$ cat config.mk
export PLATFORM = sky130hd
export DESIGN_NAME = char_assembler
export DESIGN_NICKNAME = d
export VERILOG_FILES = /design/src/rtl/char_pkg.sv /design/src/rtl/char_bit_counter.sv /design/src/rtl/char_assembler.sv
export SDC_FILE = /design/constraint.sdc
export NUM_CORES = 1
export LEC_CHECK = 0
export ABC_CLOCK_PERIOD_IN_PS = 2300
export BUFFER_PORTS_ARGS = -buffer_cell sky130_fd_sc_hd__buf_4
export CAP_MARGIN = 0
export CORE_MARGIN = 3
export CORE_UTILIZATION = 55
export CTS_CLUSTER_DIAMETER = 200
export CTS_CLUSTER_SIZE = 25
export DETAILED_ROUTE_END_ITERATION = 8
export GPL_TIMING_DRIVEN = 0
export PLACE_DENSITY_LB_ADDON = 0.12
export SLEW_MARGIN = 20
export SYNTH_ARGS = -nofsm -noshare
export SYNTH_HDL_FRONTEND = slang
export SYNTH_SLANG_ARGS = --single-unit
$ cat constraint.sdc
create_clock -name clk_2 -period 2.3 [get_ports clk_2]
set_input_delay 0.345 -clock clk_2 [delete_from_list [all_inputs] [get_ports clk_2]]
set_output_delay 0.345 -clock clk_2 [all_outputs]
set_load 0.02 [all_outputs]
$ cat src/rtl/char_pkg.sv
// Shared types and helpers for the serial character assembler.
package char_pkg;

   typedef enum logic [1:0] {
      IDLE   = 2'd0,
      SHIFT  = 2'd1,
      PARITY = 2'd2
   } state_t;

   localparam int ERR_CODE_DEF = 2;

   // Width needed to hold 0..v-1; never narrower than one bit.
   function automatic int clog2w(input int v);
      int r;
      r = 0;
      while ((1 << r) < v) r++;
      if (r == 0) r = 1;
      return r;
   endfunction

endpackage

$ cat src/rtl/char_bit_counter.sv
// Bit counter for the assembler: clear, increment, terminal-count flag at MAX.
module char_bit_counter #(
   parameter int MAX = 6,
   parameter int W   = 3
) (
   input  logic clk,
   input  logic reset,
   input  logic clr,
   input  logic inc,
   output logic tc
);

   logic [W-1:0] cnt;

   always_ff @(posedge clk) begin
      if (reset || clr) cnt <= '0;
      else if (inc)     cnt <= cnt + 1'b1;
   end

   assign tc = (cnt == W'(MAX));

endmodule

$ cat src/rtl/char_assembler.sv
// Serial-to-parallel character assembler with optional parity check and
// line-error substitution.
module char_assembler
   import char_pkg::*;
#(
   parameter int                DATA_W     = 7,
   parameter int                MSB_FIRST  = 0,
   parameter int                PARITY_EN  = 0,
   parameter int                PARITY_ODD = 0,
   parameter logic [DATA_W-1:0] ERR_CODE   = DATA_W'(ERR_CODE_DEF)
) (
   input  logic              clk_2,
   input  logic              reset,
   input  logic              rxd,
   input  logic              start,
   input  logic              write_char,
   input  logic              error,
   output logic [DATA_W-1:0] char,
   output logic              char_valid,
   output logic              char_err,
   output logic              busy
);

   localparam int CW = clog2w(DATA_W);

   state_t            state, state_nxt;
   logic [DATA_W-1:0] sr, sr_shift, char_nxt;
   logic              par_acc;
   logic              cnt_clr, cnt_inc, tc;
   logic              clr_sr, shift, ld_char, err_nxt;

   assign sr_shift = (MSB_FIRST != 0) ? {sr[DATA_W-2:0], rxd}
                                      : {rxd, sr[DATA_W-1:1]};
   assign busy     = (state != IDLE);

   char_bit_counter #(.MAX(DATA_W-1), .W(CW)) u_cnt (
      .clk   (clk_2),
      .reset (reset),
      .clr   (cnt_clr),
      .inc   (cnt_inc),
      .tc    (tc)
   );

   always_ff @(posedge clk_2) begin
      if (reset) state <= IDLE;
      else       state <= state_nxt;
   end

   // Priority is error, then start, then the bit strobe.
   always_comb begin
      state_nxt = state;
      cnt_clr   = 1'b0;
      cnt_inc   = 1'b0;
      clr_sr    = 1'b0;
      shift     = 1'b0;
      ld_char   = 1'b0;
      char_nxt  = sr_shift;
      err_nxt   = 1'b0;
      if (error) begin
         state_nxt = IDLE;
         cnt_clr   = 1'b1;
         ld_char   = 1'b1;
         char_nxt  = ERR_CODE;
         err_nxt   = 1'b1;
      end else if (start) begin
         state_nxt = SHIFT;
         cnt_clr   = 1'b1;
         clr_sr    = 1'b1;
      end else if (write_char) begin
         case (state)
            SHIFT: begin
               shift   = 1'b1;
               cnt_inc = 1'b1;
               if (tc) begin
                  cnt_clr = 1'b1;
                  if (PARITY_EN != 0) begin
                     state_nxt = PARITY;
                  end else begin
                     state_nxt = IDLE;
                     ld_char   = 1'b1;
                  end
               end
            end
            PARITY: begin
               state_nxt = IDLE;
               ld_char   = 1'b1;
               char_nxt  = sr;
               err_nxt   = par_acc ^ rxd ^ (PARITY_ODD != 0);
            end
            default: ;
         endcase
      end
   end

   always_ff @(posedge clk_2) begin
      if (reset) begin
         sr         <= '0;
         par_acc    <= 1'b0;
         char       <= '0;
         char_valid <= 1'b0;
         char_err   <= 1'b0;
      end else begin
         char_valid <= ld_char;
         char_err   <= ld_char & err_nxt;
         if (ld_char) char <= char_nxt;
         if (clr_sr) begin
            sr      <= '0;
            par_acc <= 1'b0;
         end else if (shift) begin
            sr      <= sr_shift;
            par_acc <= par_acc ^ rxd;
         end
      end
   end

endmodule

==> Yosys cells after proc, flatten, opt, wreduce, memory -nomap -nowiden <==
Index checks and enable logic that the tools add are counted.
{ "classes": {"n_addsub": 1, "eq_ne": 5, "muxes": 27, "n_bitwise": 2, "n_reduce_logical": 10} }
{ "op_table": {"columns": ["cell", "count"], "rows": [
  ["2-to-1 mux 7 bit", 4],
  ["2-to-1 mux 1 bit", 20],
  ["AND reduction 3 bit", 2],
  ["nonzero test 2 bit", 3],
  ["one-hot mux 2 bit (2 select lines)", 1],
  ["OR reduction 2 bit", 2],
  ["adder 3 x 1 -> 3 bit (second input constant)", 1],
  ["equality test 3 bit (second input constant)", 1],
  ["!= test 3 bit (second input constant)", 1],
  ["nonzero test 3 bit", 1],
  ["OR reduction 3 bit", 1],
  ["equality test 2 x 1 -> 1 bit (second input constant)", 1],
  ["equality test 2 bit (second input constant)", 1],
  ["2-to-1 mux 2 bit", 1],
  ["!= test 2 bit (second input constant)", 1],
  ["one-hot mux 1 bit (2 select lines)", 1],
  ["AND 1 bit", 1],
  ["logical OR 1 bit", 1],
  ["bitwise XOR 1 bit", 1]
]} }
{ "totals": {"ff_bits": 22, "input_bits": 6, "output_inout_bits": 10} }

==> Logic depth before layout (Yosys ltp) <==
Gate-level depths: netlist of the first run.
{ "depth": {"word_depth": 7, "ltp_mapped": 6, "ltp_nobuf": 5} }

==> Cells and area by module <==
From an unflattened synthesis of the first run, not the netlist that was laid out.
{ "unflattened": {"cells_unflattened": 77, "area_unflattened_um2": 753.2} }
{ "modules_own_cells": {"columns": ["module", "n_inst", "cells_each", "area_each_um2", "seq_area_each_um2"], "rows": [
  ["char_assembler", 1, 63, 590.6, 320.3],
  ["char_bit_counter", 1, 14, 162.7, 60.1]
]} }

==> Least setup slack after synthesis of the first run <==
No wires, ideal clock.
{ "synth_timing": {"path_type": "register to register", "from": "register u_cnt.cnt[0]", "to": "register char[1]", "t_arrival_ns": 1.145, "t_required_ns": 2.177, "path_slack_ns": 1.032, "stages_incl_launch_ff": 7, "period_less_slack_ns": 1.268, "path_cell_list": "dfxtp_1 inv_1 ha_1 and4_1 buf_2 a31oi_1 a21oi_1"} }
{ "synth_via": {"elab_chain_len": 6} }
{ "synth_lines": {"columns": ["item", "line", "source"], "rows": [
  ["from (decl)", "char_bit_counter.sv:13", "logic [W-1:0] cnt;"],
  ["from (signal assigned)", "char_bit_counter.sv:17", "else if (inc) cnt <= cnt + 1'b1;"],
  ["equality test 3 bit", "char_bit_counter.sv:20", "assign tc = (cnt == W'(MAX));"],
  ["2-to-1 mux 1 bit", null, null],
  ["one-hot mux 1 bit (2 select lines)", "char_assembler.sv:70", "case (state)"],
  ["2-to-1 mux 1 bit", "char_assembler.sv:69", "end else if (write_char) begin"],
  ["2-to-1 mux 1 bit", "char_assembler.sv:65", "end else if (start) begin"],
  ["2-to-1 mux 1 bit", "char_assembler.sv:59", "if (error) begin"],
  ["to (signal assigned)", "char_assembler.sv:105", "if (ld_char) char <= char_nxt;"],
  ["to (decl)", "char_assembler.sv:18", "output logic [DATA_W-1:0] char,"]
]} }
No other way between the ends.
A chain may end at the register's enable or synchronous reset.

==> Worst setup path after layout of the first run <==
Ends and elaborated chain as after synthesis.

==> results of run 1 <==
==> placed cells by master (no fill, tap or decap), types with 3 or more instances in the layout <==
cell type	count
nor2_1	10
nand3_1	7
dfxtp_1	19
inv_1	3
a21oi_1	4
buf_4	15
a21boi_1	6
mux2i_1	8
clkbuf_4	3
o21ai_1	7
==> metrics by stage <==
| stage | cell area, sq um | power [mW] | setup WS, ns | hold WS [ns] | cells |
|---|---|---|---|---|---|
| floorplan | 785 | 0.366 | 1.03 | 0.412 | 83 |
| global placement | 915 | 0.387 | 0.945 | 0.465 | 112 |
| detailed placement | 915 | 0.389 | 0.884 | 0.471 | 112 |
| CTS | 942 | 0.555 | 0.861 | 0.220 | 116 |
| global route | 942 | 0.569 | 0.716 | 0.229 | 116 |
| finish | 942 | 0.551 | 0.847 | 0.224 | 116 |
==> Yosys cell counts, types with 2 or more instances <==
cell type / number / area, sq um
nand3_1: 7 / 35.0
nand4_1: 2 / 12.5
a21boi_1: 6 / 45.0
a21oi_1: 4 / 20.0
ha_1: 2 / 25.0
dfxtp_1: 19 / 380
nor2_1: 10 / 37.5
a31oi_1: 2 / 12.5
clkbuf_1: 2 / 7.51
o21ai_1: 7 / 35.0
nand2_1: 2 / 7.51
mux2i_1: 8 / 80.1
inv_1: 3 / 11.3
==> final cells by class <==
class	instances	area (sq um)	area share, %
repair buffers	15	113	12.0
inverters	3	11.3	1.20
clock inverters	1	5.00	0.531
well taps	14	17.5	1.86
multi-input cells	57	369	39.2
flip-flops and latches	19	380	40.4
plain buffers	4	23.8	2.52
clock buffers	3	22.5	2.39
==> power breakdown <==
group / total, mW / switching, mW / leakage (nW) / internal, mW
registers: 0.336 / 0.00293 / 0.154 / 0.333
clock network: 0.170 / 0.105 / 0.0177 / 0.0649
logic: 0.0454 / 0.0267 / 0.206 / 0.0187
==> worst max-delay path: stages, from the launching register on <==
cell,delay [ns]
dfxtp_1,0.35
inv_1,0.06
ha_1,0.19
nand4_1,0.36
o21ai_0,0.29
a21oi_1,0.09
==> final timing paths <==
kind | startpoint | to
max reg2reg | u_cnt.cnt[0]$_SDFFE_PP0P_ | char[1]$_SDFFE_PP0P_
min | reset | char_err$_SDFF_PP0_
max | u_cnt.cnt[0]$_SDFFE_PP0P_ | char[1]$_SDFFE_PP0P_
min reg2reg | char[2]$_SDFFE_PP0P_ | char[2]$_SDFFE_PP0P_
==> cells by family (layout without fill, tap and decap cells) <==
| kind of cell | after synthesis | after routing | share of synthesized area [%] |
|---|---|---|---|
| flip-flops | 19 | 19 | 48.5 |
| adder cells (fa/ha/maj) | 2 | 2 | 3.19 |
| multiplexers | 8 | 8 | 10.2 |
| buffers and inverters | 7 | 26 | 4.47 |
| AO/OA/AOI/OAI | 22 | 22 | 17.5 |
| AND/OR/NAND/NOR | 25 | 25 | 16.1 |
==> per-layer routing <==
metal | global-route usage (%) | up-vias
met5 | 0 | -
met1 | 25.5 | 309
met3 | 3.73 | 5
met2 | 27.0 | 16
met4 | 9.04 | 0
li1 | - | 339
==> state kept, by name, indices dropped and copies added (netlist names) <==
register / cells
char: 7
char_err: 1
char_valid: 1
sr: 6
state: 1
u_cnt.cnt: 3
==> results.tsv, run 1 <==
metric	value	unit
synth_ff_type	dfxtp_1	
worstPathRequired	2.50	ns
async_reset_ff_share	0	%
ys.warnings.count	0	
area_growth	20.1	%
wl_per_cell	13.3	microns
synth_nets	91	
first_global_vias	576	
hold_class	in -> reg	
cap_violations	0	
min_period	1.45	ns
slew_violations	0	
start_util	64.5	%
core	0.00122	sq mm
ff2ff_path_depth	5	
clock-sinks	19	
grt_setup_unrepaired	false	
synth_cells	83	
worst_pin_slew	0.620	ns
nets	111	
start_kind	flop	
gr-total-overflow	0	
drtAntennaViolNets	0	
place_congestion	0.727	
m1WireLength	757	microns
holdBufCountCts	0	
num_vias	669	
leakage	0.377	nW
slew_headroom	58.5	%
h-tree-depth	1	
route.met3.wl	49	microns
synth_edf_count	0	
crit_arrival	1.65	ns
drive_gt1_share	22.5	%
netlist_area	785	sq um
wirelength	1540	microns
whs_path_depth	2	
utilization	77.5	%
antenna_found_initial	0	
vdd.ir_drop.worst	365	uV
cts_buffers	3	
drc	0	
maxUsedRoutingLayer	met4	
cts_setup_buffers	0	
root_buffer	clkbuf_4	
ys_seq_elements	19	
critical_path.max_fanout	9	
clock_path_buffers	2	
period_share	63.2	%
insertion_delay	0.30	ns
final-setup-viol-count	0	
worstSetupEndpointType	flop	
drt_iter0_drc	17	
syn_area_per_cell	9.45	sq um
power_density	585	mW/mm^2
run_status	finished clean	
port_buffers	15	
path_class	reg -> reg	
clk_pin_slew_worst_paths	0.11	ns
grt_pass1_wl	2620	microns
fin_tns_setup	0	ns
dieWidth	43.8	microns
drt_pass1_iterations	4	
rrSetupSlack	0.85	ns
fillers	93	
ctsResizeCount	0	
routed_via_density	5.77	
ys_seq_area_share	48.5	%
grt_max_degree	12	
dp_hpwl	1170	microns
num_io_pins	16	
dieArea	0.00192	sq mm
route.met2.wl	698	microns
row_count	12	
cts_tree	done	
synth_cell_type_count	22	
skew	0.00623	ns
grt_usage	18.4	%
hold_viol	0	
die_height	43.8	microns
fmax	688	MHz
antennaDiodeCount	0	
Power figures use the tool's default switching activity.
==> run 2, diff against run 1 <==
--- a/config.mk
+++ b/config.mk
@@ -5,11 +5,11 @@
 export SDC_FILE = /design/constraint.sdc
 export NUM_CORES = 1
 export LEC_CHECK = 0
-export ABC_CLOCK_PERIOD_IN_PS = 2300
+export ABC_CLOCK_PERIOD_IN_PS = 1300
 export BUFFER_PORTS_ARGS = -buffer_cell sky130_fd_sc_hd__buf_4
 export CAP_MARGIN = 0
 export CORE_MARGIN = 3
-export CORE_UTILIZATION = 55
+export CORE_UTILIZATION = 46
 export CTS_CLUSTER_DIAMETER = 200
 export CTS_CLUSTER_SIZE = 25
 export DETAILED_ROUTE_END_ITERATION = 8
==> constraint.sdc (replaced) <==
create_clock -name clk_2 -period 1.3 [get_ports clk_2]
set_input_delay 0.195 -clock clk_2 [delete_from_list [all_inputs] [get_ports clk_2]]
set_output_delay 0.195 -clock clk_2 [all_outputs]
set_load 0.02 [all_outputs]
==> results.tsv, run 2 (same netlist as run 1, synthesis figures left out) <==
metric	value	unit	change
rrSetupSlack	0.07	ns	was 0.85 ns
first_global_vias	603		was 576
hold_class	in -> reg		unchanged
p_int	0.743	mW	was 0.417 mW
slew_violations	0		unchanged
insertion_delay	0.29	ns	was 0.30 ns
worstPathRequired	1.53	ns	was 2.50 ns
start_util	50.3	%	was 64.5%
largest_register	char		unchanged
skew	0.00168	ns	was 0.00623 ns
start_kind	flop		unchanged
grt_pass1_wl	2670	microns	was 2620 microns
largest_reg_flops	7		unchanged
slew_headroom	58.2	%	was 58.5%
core	0.00156	sq mm	was 0.00122 sq mm
drt_iter0_drc	16		was 17
holdBufCountCts	0		unchanged
largest_registers	char x7, sr x6, u_cnt.cnt x3		unchanged
swShare	23.8	%	was 24.4%
place_ws	-0.138	ns	was 0.884 ns
wirelength	1680	microns	was 1540 microns
power_density	1000	mW/mm^2	was 585 mW/mm^2
seq_power_share	61.0	%	about the same
pwr-share-comb	8.4	%	was 8.2%
hold_viol	0		unchanged
drive_gt1_share	26.9	%	was 22.5%
final_cell_mix	buf_4 (18), dfxtp_1 (17), nor2_1 (10)		was dfxtp_1 (19), buf_4 (15), nor2_1 (10)
crit_arrival	1.46	ns	was 1.65 ns
cts_tree	done		unchanged
row_count	14		was 12
cap_violations	0		unchanged
grt_usage	17.0	%	was 18.4%
min_period	1.23	ns	was 1.45 ns
die_height	47.3	microns	was 43.8 microns
h-tree-depth	1		unchanged
dieArea	0.00224	sq mm	was 0.00192 sq mm
worst_pin_slew	0.624	ns	was 0.620 ns
antenna_found_initial	0		unchanged
pwr-share-clk	30.6	%	was 30.8%
port_buffers	15		unchanged
vdd.ir_drop.worst	660	uV	was 365 uV
dp_hpwl	1170	microns	about the same
worstSetupEndpointType	flop		unchanged
antennaDiodeCount	0		unchanged
drc	0		unchanged
fillers	160		was 93
clk_pin_slew_worst_paths	0.11	ns	about the same
routed_via_density	5.68		was 5.77
grt_setup_unrepaired	true		was false
wl_per_cell	14.0	microns	was 13.3 microns
final-setup-viol-count	0		unchanged
leakage	0.385	nW	was 0.377 nW
clock-sinks	19		unchanged
nets	113		was 111
drt_pass1_iterations	4		unchanged
path_class	reg -> reg		unchanged
gr-total-overflow	0		unchanged
num_io_pins	16		unchanged
layout_commonest_cell	buf_4		was dfxtp_1
clock_path_buffers	2		unchanged
power	0.976	mW	was 0.551 mW
dieWidth	47.3	microns	was 43.8 microns
critical_path.max_fanout	9		unchanged
place_congestion	0.762		was 0.727
run_status	finished clean		unchanged
grt_max_degree	11		was 12
area_growth	23.9	%	was 20.1%
num_vias	682		was 669
cts_buffers	3		unchanged
power.switching	0.233	mW	was 0.134 mW
root_buffer	clkbuf_4		unchanged
period_share	94.6	%	was 63.2%
drtAntennaViolNets	0		unchanged
worst_slack	0.0699	ns	was 0.847 ns
fmax	813	MHz	was 688 MHz
==> run 2: cell count changes in the layout (fill, tap and decap cells not counted), sizes merged <==
cell    change
clkinv      -1
buf         +2
clkbuf      +1
==> run 2: metrics by stage <==
stage	instances	cell area, sq um	setup TNS, ns	utilization (%)	hold slack, ns
2_1_floorplan	83	785	0	-	0.262
5_1_grt	120	972	-0.00196	62.4	0.0852
3_5_place_dp	114	917	-0.921	58.8	0.401
4_1_cts	120	963	0	61.8	0.0781
6_report	120	972	0	62.4	0.0884
3_3_place_gp	114	917	-0.478	58.8	0.401
==> run 2: path summary, 6_finish.rpt <==
check,endpoint,depth (start not counted),from
min reg2reg,char[1]$_SDFFE_PP0P_,2,char[1]$_SDFFE_PP0P_
max,char[4]$_SDFFE_PP0P_,4,u_cnt.cnt[1]$_SDFFE_PP0P_
min,char_err$_SDFF_PP0_,2,reset
max reg2reg,char[4]$_SDFFE_PP0P_,4,u_cnt.cnt[1]$_SDFFE_PP0P_
==> run 2: power by group through the flow <==
stage | registers (mW) | logic (mW) | clock network, mW
after detailed placement | 0.608 | 0.0799 | 0
after floorplan | 0.615 | 0.0330 | 0
after global routing | 0.596 | 0.0892 | 0.327
after CTS | 0.594 | 0.0805 | 0.307
after global placement | 0.607 | 0.0791 | 0
final | 0.595 | 0.0820 | 0.299
==> run 2: final cells by class <==
type | count | area (sq um) | share of cell area, %
inverters | 3 | 11.3 | 1.16
flip-flops and latches | 19 | 383 | 39.4
multi-input cells | 57 | 378 | 38.9
plain buffers | 3 | 18.8 | 1.93
repair buffers | 18 | 135 | 13.9
well taps | 16 | 20.0 | 2.06
clock buffers | 4 | 26.3 | 2.70
==> run 2: critical path: stages (launching register included) <==
cell and delay [ns]:
dfxtp_1 0.38, ha_1 0.21, and4_4 0.32, nand3_1 0.10
a21boi_1 0.16
==> run 2: per-layer routing <==
layer,global-route usage [%],routed length [microns],up-vias
met4,8.84,27,0
met3,2.30,66,4
met2,25.9,813,12
met5,0,0,-
met1,23.0,775,322
li1,-,-,344
==> run 2: timing repair <==
action | in CTS | in global routing
gates resized for setup | 2 | 3
pin swaps | 1 | 1
setup buffers | 3 | 0
setup endpoints to repair | 10 | 11
==> run 3, diff against run 2 <==
--- a/config.mk
+++ b/config.mk
@@ -13,7 +13,9 @@
 export CTS_CLUSTER_DIAMETER = 200
 export CTS_CLUSTER_SIZE = 25
 export DETAILED_ROUTE_END_ITERATION = 8
+export GPL_ROUTABILITY_DRIVEN = 0
 export GPL_TIMING_DRIVEN = 0
+export MAX_ROUTING_LAYER = met4
 export PLACE_DENSITY_LB_ADDON = 0.12
 export SLEW_MARGIN = 20
 export SYNTH_ARGS = -nofsm -noshare
==> results.tsv, run 3 (same netlist as run 1, synthesis figures left out) <==
metric	value	unit	change
nets	113		unchanged
dp_hpwl	1170	microns	unchanged
crit_arrival	1.46	ns	about the same
swShare	23.8	%	about the same
core	0.00156	sq mm	unchanged
final_cell_mix	buf_4 (18), dfxtp_1 (17), nor2_1 (10)		unchanged
crit_end	char[4]$_SDFFE_PP0P_		unchanged
power.switching	0.233	mW	about the same
fin_tns_setup	0	ns	unchanged
die_height	47.3	microns	unchanged
vdd.ir_drop.worst	660	uV	unchanged
final-setup-viol-count	0		unchanged
slew_violations	0		unchanged
largest_register	char		unchanged
grt_usage	17.5	%	was 17.0%
cts_tree	done		unchanged
routed_via_density	5.68		unchanged
min_period	1.23	ns	about the same
wl_per_cell	14.0	microns	unchanged
dieArea	0.00224	sq mm	unchanged
num_io_pins	16		unchanged
critical_path.max_fanout	9		unchanged
grt_max_degree	11		unchanged
layout_commonest_cell	buf_4		unchanged
row_count	14		unchanged
start_kind	flop		unchanged
antenna_found_initial	0		unchanged
area_growth	23.9	%	unchanged
fmax	813	MHz	about the same
antennaDiodeCount	0		unchanged
power_density	1000	mW/mm^2	about the same
worst_slack	0.0699	ns	about the same
worstSetupEndpointType	flop		unchanged
p_int	0.743	mW	about the same
grt_pass1_wl	2660	microns	was 2670 microns
root_buffer	clkbuf_4		unchanged
pwr-share-comb	8.4	%	about the same
place_ws	-0.138	ns	unchanged
path_class	reg -> reg		unchanged
largest_registers	char x7, sr x6, u_cnt.cnt x3		unchanged
drt_iter0_drc	16		unchanged
hold_viol	0		unchanged
cts_buffers	3		unchanged
insertion_delay	0.29	ns	about the same
slew_headroom	58.2	%	unchanged
run_status	finished clean		unchanged
period_share	94.6	%	about the same
min_from	reset		unchanged
drc	0		unchanged
ff2ff_path_depth	4		unchanged
port_buffers	15		unchanged
worstPathRequired	1.53	ns	about the same
rrSetupSlack	0.07	ns	about the same
startpoint	u_cnt.cnt[1]$_SDFFE_PP0P_		unchanged
start_util	50.3	%	unchanged
dieWidth	47.3	microns	unchanged
hold_class	in -> reg		unchanged
worst_pin_slew	0.624	ns	unchanged
drive_gt1_share	26.9	%	unchanged
largest_reg_flops	7		unchanged
timing.rr.start	u_cnt.cnt[1]$_SDFFE_PP0P_		unchanged
clock_path_buffers	2		unchanged
reg2reg_to	char[4]$_SDFFE_PP0P_		unchanged
fin_area	972	sq um	unchanged
grt_setup_unrepaired	true		unchanged
clock-sinks	19		unchanged
gr-total-overflow	0		unchanged
dpl_cell_area	917	sq um	unchanged
wirelength	1680	microns	unchanged
drtAntennaViolNets	0		unchanged
leakage	0.385	nW	unchanged
first_global_vias	603		unchanged
skew	0.00172	ns	was 0.00168 ns
drt_pass1_iterations	4		unchanged
h-tree-depth	1		unchanged
pwr-share-clk	30.6	%	about the same
clk_pin_slew_worst_paths	0.11	ns	about the same
seq_power_share	61.0	%	about the same
holdBufCountCts	0		unchanged
num_vias	682		unchanged
cap_violations	0		unchanged
[run 3: stage by stage]
step	hold WS, ns	std cells	util, %	power (mW)
after global placement	0.401	114	58.8	0.686
after floorplan	0.262	83	-	0.648
after global routing	0.0852	120	62.4	1.01
after CTS	0.0781	120	61.8	0.982
final	0.0884	120	62.4	0.976
after detailed placement	0.401	114	58.8	0.687
[run 3: metal layers]
metal	wire (microns)	up-vias	track usage, %
met2	813	12	25.9
met5	0	-	-
met4	27	0	8.84
met3	66	4	2.30
met1	775	322	23.0
li1	-	344	-
[run 3: worst max-delay path: stages, from the launching register on]
cell,delay (ns)
dfxtp_1,0.38
ha_1,0.21
and4_4,0.32
nand3_1,0.10
a21boi_1,0.16
[run 3: final cells by class]
class / instances / area (sq um)
clock buffer: 4 / 26.3
tap: 16 / 20.0
inverter: 3 / 11.3
buffer: 3 / 18.8
timing repair buffer: 18 / 135
fill: 160 / 587
sequential: 19 / 383
multi-input combinational: 57 / 378
[run 3: worst min path at each step]
stage               cells after the start                   to  slack, ns
floorplan                               1  char_err$_SDFF_PP0_       0.26
global placement                        2  char_err$_SDFF_PP0_       0.40
detailed placement                      2  char_err$_SDFF_PP0_       0.40
CTS                                     2  char_err$_SDFF_PP0_       0.08
global route                            2  char_err$_SDFF_PP0_       0.09
finish                                  2  char_err$_SDFF_PP0_       0.09
[run 3: timing repair]
action / CTS / global route
gates resized for setup: 2 / 3
pin swaps: 1 / 1
gates cloned: 0 / 0
buffers inserted: 3 / 0
endpoints found under the setup margin: 10 / 11
[run 3: power groups by stage]
stage,combinational (mW),clock [mW],sequential [mW]
6_report,0.0820,0.299,0.595
5_1_grt,0.0892,0.327,0.596
4_1_cts,0.0805,0.307,0.594
3_5_place_dp,0.0799,0,0.608
3_3_place_gp,0.0791,0,0.607
2_1_floorplan,0.0330,0,0.615
